$ cat src/rtl/hps_reset_sequencer.sv
// Turns ISSP cold/warm/debug request edges into timed f2h reset-request pulses and tracks the HPS handshake.
// Optional macro HPS_RESET_SEQ_PENDING_EN queues requests that arrive while a sequence is running.
module hps_reset_sequencer #(
    parameter int PULSE_CYCLES       = 16,
    parameter int ACK_TIMEOUT_CYCLES = 65536,
    parameter int GUARD_CYCLES       = 64
) (
    input  logic       piul1Clock,
    input  logic       piul1Reset,
    input  logic [2:0] piul3Request,
    input  logic       piul1HpsResetN,
    output logic       poul1ColdReqN,
    output logic       poul1WarmReqN,
    output logic       poul1DbgReqN,
    output logic       poul1Busy,
    output logic [1:0] poul2LastKind,
    output logic       poul1Timeout,
    output logic [7:0] poul8DoneCount,
    output logic       poul1Probe
);

    localparam int MAX_PT = (PULSE_CYCLES > ACK_TIMEOUT_CYCLES) ? PULSE_CYCLES : ACK_TIMEOUT_CYCLES;
    localparam int MAX_C  = (MAX_PT > GUARD_CYCLES) ? MAX_PT : GUARD_CYCLES;
    localparam int CW     = $clog2(MAX_C + 1);

    localparam logic [CW-1:0] PULSE_LAST = CW'(PULSE_CYCLES - 1);
    localparam logic [CW-1:0] ACK_LAST   = CW'(ACK_TIMEOUT_CYCLES - 1);
    localparam logic [CW-1:0] GUARD_LAST = CW'(GUARD_CYCLES - 1);

    localparam logic [2:0] ST_IDLE      = 3'd0;
    localparam logic [2:0] ST_ASSERT    = 3'd1;
    localparam logic [2:0] ST_WAIT_LOW  = 3'd2;
    localparam logic [2:0] ST_WAIT_HIGH = 3'd3;
    localparam logic [2:0] ST_GUARD     = 3'd4;

    localparam logic [1:0] KIND_COLD = 2'd1;
    localparam logic [1:0] KIND_WARM = 2'd2;
    localparam logic [1:0] KIND_DBG  = 2'd3;

    logic [2:0]    req_q;
    logic [2:0]    req_prev;
    logic [2:0]    edges;
    logic [2:0]    arb;
    logic [1:0]    sel_kind;
    logic          hps_s1;
    logic          hps_s2;
    logic [2:0]    state;
    logic [CW-1:0] cnt;
    logic [1:0]    last_kind;
    logic          timeout_q;
    logic [7:0]    done_cnt;

    assign edges = req_q & ~req_prev;

`ifdef HPS_RESET_SEQ_PENDING_EN
    logic [2:0] pending;
    logic [2:0] pending_nxt;
    logic [2:0] sel_bit;

    always_comb begin
        arb         = pending | edges;
        sel_bit     = {arb[2] & ~(|arb[1:0]), arb[1] & ~arb[0], arb[0]};
        pending_nxt = pending | edges;
        if (state == ST_IDLE) begin
            pending_nxt = arb & ~sel_bit;
        end
    end

    always_ff @(posedge piul1Clock) begin
        if (piul1Reset) begin
            pending <= '0;
        end else begin
            pending <= pending_nxt;
        end
    end
`else
    assign arb = edges;
`endif

    always_comb begin
        sel_kind = 2'd0;
        if (arb[0]) begin
            sel_kind = KIND_COLD;
        end else if (arb[1]) begin
            sel_kind = KIND_WARM;
        end else if (arb[2]) begin
            sel_kind = KIND_DBG;
        end
    end

    // last_kind doubles as the kind of the sequence in progress
    always_ff @(posedge piul1Clock) begin
        if (piul1Reset) begin
            req_q     <= piul3Request;
            req_prev  <= piul3Request;
            hps_s1    <= 1'b1;
            hps_s2    <= 1'b1;
            state     <= ST_IDLE;
            cnt       <= '0;
            last_kind <= '0;
            timeout_q <= 1'b0;
            done_cnt  <= '0;
        end else begin
            req_q    <= piul3Request;
            req_prev <= req_q;
            hps_s1   <= piul1HpsResetN;
            hps_s2   <= hps_s1;
            case (state)
                ST_IDLE: begin
                    if (arb != 3'b000) begin
                        state     <= ST_ASSERT;
                        cnt       <= '0;
                        last_kind <= sel_kind;
                    end
                end
                ST_ASSERT: begin
                    if (cnt == PULSE_LAST) begin
                        cnt <= '0;
                        if (last_kind == KIND_DBG) begin
                            state    <= ST_GUARD;
                            done_cnt <= done_cnt + 8'd1;
                        end else begin
                            state <= ST_WAIT_LOW;
                        end
                    end else begin
                        cnt <= cnt + 1'b1;
                    end
                end
                ST_WAIT_LOW: begin
                    if (!hps_s2) begin
                        state <= ST_WAIT_HIGH;
                        cnt   <= cnt + 1'b1;
                    end else if (cnt == ACK_LAST) begin
                        state     <= ST_GUARD;
                        timeout_q <= 1'b1;
                        cnt       <= '0;
                    end else begin
                        cnt <= cnt + 1'b1;
                    end
                end
                ST_WAIT_HIGH: begin
                    // cnt may sit one past ACK_LAST if the low phase ended on the last window cycle
                    if (hps_s2) begin
                        state    <= ST_GUARD;
                        done_cnt <= done_cnt + 8'd1;
                        cnt      <= '0;
                    end else if (cnt >= ACK_LAST) begin
                        state     <= ST_GUARD;
                        timeout_q <= 1'b1;
                        cnt       <= '0;
                    end else begin
                        cnt <= cnt + 1'b1;
                    end
                end
                ST_GUARD: begin
                    if (cnt == GUARD_LAST) begin
                        state <= ST_IDLE;
                        cnt   <= '0;
                    end else begin
                        cnt <= cnt + 1'b1;
                    end
                end
                default: begin
                    state <= ST_IDLE;
                    cnt   <= '0;
                end
            endcase
        end
    end

    assign poul1Busy      = (state != ST_IDLE);
    assign poul1ColdReqN  = ~((state == ST_ASSERT) && (last_kind == KIND_COLD));
    assign poul1WarmReqN  = ~((state == ST_ASSERT) && (last_kind == KIND_WARM));
    assign poul1DbgReqN   = ~((state == ST_ASSERT) && (last_kind == KIND_DBG));
    assign poul2LastKind  = last_kind;
    assign poul1Timeout   = timeout_q;
    assign poul8DoneCount = done_cnt;
    assign poul1Probe     = poul1Busy | timeout_q;

endmodule

$ cat config.mk
export PLATFORM = sky130hd
export DESIGN_NAME = hps_reset_sequencer
export DESIGN_NICKNAME = d
export VERILOG_FILES = /design/src/rtl/hps_reset_sequencer.sv
export SDC_FILE = /design/constraint.sdc
export NUM_CORES = 1
export LEC_CHECK = 0
export CAP_MARGIN = 10
export CORE_UTILIZATION = 40
export CTS_CLUSTER_SIZE = 24
export DETAILED_ROUTE_END_ITERATION = 7
export GPL_ROUTABILITY_DRIVEN = 0
export PLACE_DENSITY = 0.68
export SYNTH_ARGS = -nofsm -noshare
export SYNTH_HDL_FRONTEND = slang
export SYNTH_SLANG_ARGS = --single-unit
$ cat constraint.sdc
create_clock -name piul1Clock -period 3.3 [get_ports piul1Clock]
set_input_delay 0.66 -clock piul1Clock [delete_from_list [all_inputs] [get_ports piul1Clock]]
set_output_delay 0.66 -clock piul1Clock [all_outputs]
set_load 0.005 [all_outputs]
==> metrics.md, run 1 <==
| Metric | Value |
|---|---|
| Max-cap violation count | `0` |
| Clk buf depth | `2` |
| Core Util, Final | `51.0%` |
| Area contributors post-synth | `dfxtp_1 (38%), nand2_1 (6.8%), nor2_1 (5.1%), o211ai_1 (3.7%), nand3_1 (3.2%)` |
| Outcome | `completed` |
| Fin. Hold Viols | `0` |
| Row Count | `25` |
| 1st-iter DRT viols | `slightly above 90` |
| Initial core utilization | `between 40% and 50%` |
| Gate power share | `between 20% and 30%` |
| Mapped cell area | `slightly above 2000 µm²` |
| Total Wirelength | `4.34 mm` |
| Sw power | `~0.00044 W` |
| Final setup TNS | `0 ns` |
| Crit path arrival time | `a little over 3 ns` |
| Async S/R FF share, synth | `0%` |
| Layout overhead on the synthesized area | `19.6%` |
| Mean routed wirelength per cell | `between 10 and 15 µm` |
| Multi-input combinational cell area | `approximately 1200 µm²` |
| DIE WIDTH | `~74 µm` |
| First-pass GRT wire length | `7.12 mm` |
| Largest net degree at the start of global routing | `15` |
| Number of global-route vias before repair | `~1600` |
| Worst hold slack | `0.415 ns` |
| Postcts setup bufs | `0` |
| Sequential area share after synthesis | `about two fifths` |
| Reg area | `781 µm²` |
| Pre-Repair DR Iteration Count | `4` |
| Antenna fix cells | `0` |
| Internal power | `0.000877 W` |
| DR vias | `approximately 1800` |
| Reg-to-reg startpoint | `cnt[0]` |
| Slew at the pin with the worst max-slew slack | `between 0.8 and 0.9 ns` |
| Root buffer cell | `clkbuf_8` |
| GR Util All Layers | `~17%` |
| Reg2reg path depth | `12` |
| DR vias/cell | `between 5 and 6` |
| Detailed placement HPWL | `3.15 mm` |
| Crit. Startpoint | `cnt[0]` |
| Io pins | `22` |
| Total CTS buffers | `5` |
| Clock Power Share | `a little under a third` |
| Data required time of the worst path | `around 3.5 ns` |
| Fmax | `around 0.34 GHz` |
| Final worst-path cycle share | `approximately nine tenths` |
| FF-to-FF setup slack | `around 0.4 ns` |
| Post_cts resized | `0` |
| Number of flops mapped to enable cells by yosys | `0` |
| Hold crit path type | `flop to flop` |
| RSZ-0062 raised after global routing | `false` |
| H-Tree Depth | `2` |
| Clk slew on worst S/H paths | `approximately 0.090 ns` |
| Yosys top cell area share | `about two fifths` |
| Tot Pwr | `between 0.001 and 0.0015 W` |
| Yosys top cell by area | `dfxtp_1` |
| Dominant synthesized flop cell | `dfxtp_1` |
| CTS tree | `yes` |
| # setup viols final | `0` |
| Die ar. | `5420 µm²` |
| Critical setup path kind | `flop to flop` |
| Total grt overflow | `0` |
| Pwr dens | `538 nW/µm²` |
| Critical path capture point | `cnt[4]` |
| Slew HR | `between 40% and 50%` |
| Synth Area per Inst | `just over 8 µm²` |
| Tmin final | `~2.9 ns` |
| Unique masters post-synth | `49` |
| Syn Nets | `258` |
| Nets | `around 280` |
| Setup crit start kind | `flop` |
| Flop and latch count out of synthesis | `39` |
| Layout cells sized above 1 | `10.7%` |
| RR Endpoint | `cnt[4]` |
| Cells after Synth | `248` |
| Switching share of power | `33.6%` |
| P_leak | `about 0.86 nW` |
| DRC viols | `0` |
| WHS Path Cells | `1` |
| Core box area | `around 4800 µm²` |
| Filler instances | `between 400 and 500` |
| Maximum vdd ir drop | `between 0.0003 and 0.0004 V` |
| Post-route ant nets | `0` |
| Die Span Y | `73.6 µm` |
| Worst skew pair latency | `0.29 ns` |
| Max Slew Vio Count | `0` |
| Hold_buf cts | `0` |
| YS warnings | `0` |
| Flop pwr share | `roughly two fifths` |
| Antenna violations before repair | `0` |
| Critical path peak fanout | `14` |
| IO buf count | `21` |
| Crit. End Element | `flop` |
| Sink Count | `39` |
| Worst Skew | `0.0102 ns` |
per-layer routing:
layer	up-vias	track usage (%)	routed length [µm]
li1	951	-	-
met1	848	22.8	2100
met2	43	26.6	1980
met3	6	5.76	200
met4	0	6.41	63
met5	-	0	0
power groups by stage:
| stage | Sequential (W) | Combinational (W) | Clock, W |
|---|---|---|---|
| floorplan | 0.000549 | 0.000243 | 0 |
| global placement | 0.000565 | 0.000359 | 0 |
| detailed placement | 0.000565 | 0.000358 | 0 |
| CTS | 0.000554 | 0.000360 | 0.000410 |
| global route | 0.000560 | 0.000405 | 0.000428 |
| finish | 0.000555 | 0.000363 | 0.000403 |
logic make-up after synthesis:
logic type,Yosys count,synth area share [%]
simple gates,128,34.4
mux,4,2.13
flops,39,38.0
buf+inv,13,2.50
compound gates,53,17.6
xor+xnor,7,2.99
fa+ha+maj,4,2.44
through the flow:
stage               instances  cell area (µm²)  setup WS [ns]
floorplan                 248             2050          0.975
global placement          331             2340          0.460
detailed placement        331             2340          0.338
CTS                       339             2450          0.301
global route              339             2450         0.0999
finish                    339             2450          0.395
final cells by class:
class	count	share of cell area [%]
tap	67	3.41
sequential	39	31.8
timing repair buffer	24	9.48
clock inverter	3	1.78
multi-input combinational	196	49.9
inverter	5	0.765
clock buffer	5	2.80
worst min path at each step:
stage / slack [ns] / to / startpoint
3_3_place_gp: 0.40 / hps_s2 / hps_s1
4_1_cts: 0.42 / hps_s2 / hps_s1
5_1_grt: 0.44 / hps_s2 / hps_s1
3_5_place_dp: 0.40 / hps_s2 / hps_s1
2_1_floorplan: 0.39 / hps_s2 / hps_s1
6_report: 0.41 / hps_s2 / hps_s1
state kept, by name, summed over array words and instances, names as in the netlist:
signal and count:
cnt 17, poul8DoneCount 8, req_prev 3, req_q 3
state 3, poul2LastKind 2, hps_s1 1, hps_s2 1
poul1Timeout 1
placed cells by master (no fill, tap or decap), types with 6 or more instances in the layout:
master / instances
dfxtp_1: 39
clkdlybuf4s50_1: 21
nand2_1: 37
o211ai_1: 10
o21ai_1: 8
xor2_1: 6
nor2_1: 28
nand3_1: 13
nand4_1: 8
o21ai_0: 11
a21oi_1: 7
synth_stat cells (5+ instances only):
cell	n
o21ai_1	8
nor3_1	5
nor2_1	28
o211ai_1	10
o21ai_0	11
dfxtp_1	39
nand4_1	8
nand3_1	13
nand3b_1	5
nand2_1	37
inv_1	5
clkbuf_1	6
xor2_1	6
a21oi_1	7
critical path, cell delays in order (launching register included):
cell	delay [ns]
dfxtp_1	0.42
ha_1	0.27
nand2_1	0.08
nor3_1	0.41
nand4_1	0.19
inv_1	0.09
ha_1	0.22
nor2_1	0.08
nand4_1	0.10
a41o_1	0.16
a31oi_2	0.31
nor2_4	0.30
o211ai_1	0.15
(Power assumes the default switching activity.)
==> run 2: changes to the inputs <==
--- a/config.mk
+++ b/config.mk
@@ -11,6 +11,7 @@
 export DETAILED_ROUTE_END_ITERATION = 7
 export GPL_ROUTABILITY_DRIVEN = 0
 export PLACE_DENSITY = 0.68
+export SKIP_LAST_GASP = 1
 export SYNTH_ARGS = -nofsm -noshare
 export SYNTH_HDL_FRONTEND = slang
 export SYNTH_SLANG_ARGS = --single-unit
==> results of run 2 <==
Same layout as run 1: the final DEF is identical, and so are final timing and power.
==> run 3: changes to the inputs <==
--- a/config.mk
+++ b/config.mk
@@ -7,6 +7,7 @@
 export LEC_CHECK = 0
 export CAP_MARGIN = 10
 export CORE_UTILIZATION = 40
+export CTS_BUF_LIST = sky130_fd_sc_hd__clkbuf_2 sky130_fd_sc_hd__clkbuf_4 sky130_fd_sc_hd__clkbuf_8
 export CTS_CLUSTER_SIZE = 24
 export DETAILED_ROUTE_END_ITERATION = 7
 export GPL_ROUTABILITY_DRIVEN = 0
==> results of run 3 <==
Same layout as run 1: the final DEF is identical, and so are final timing and power.
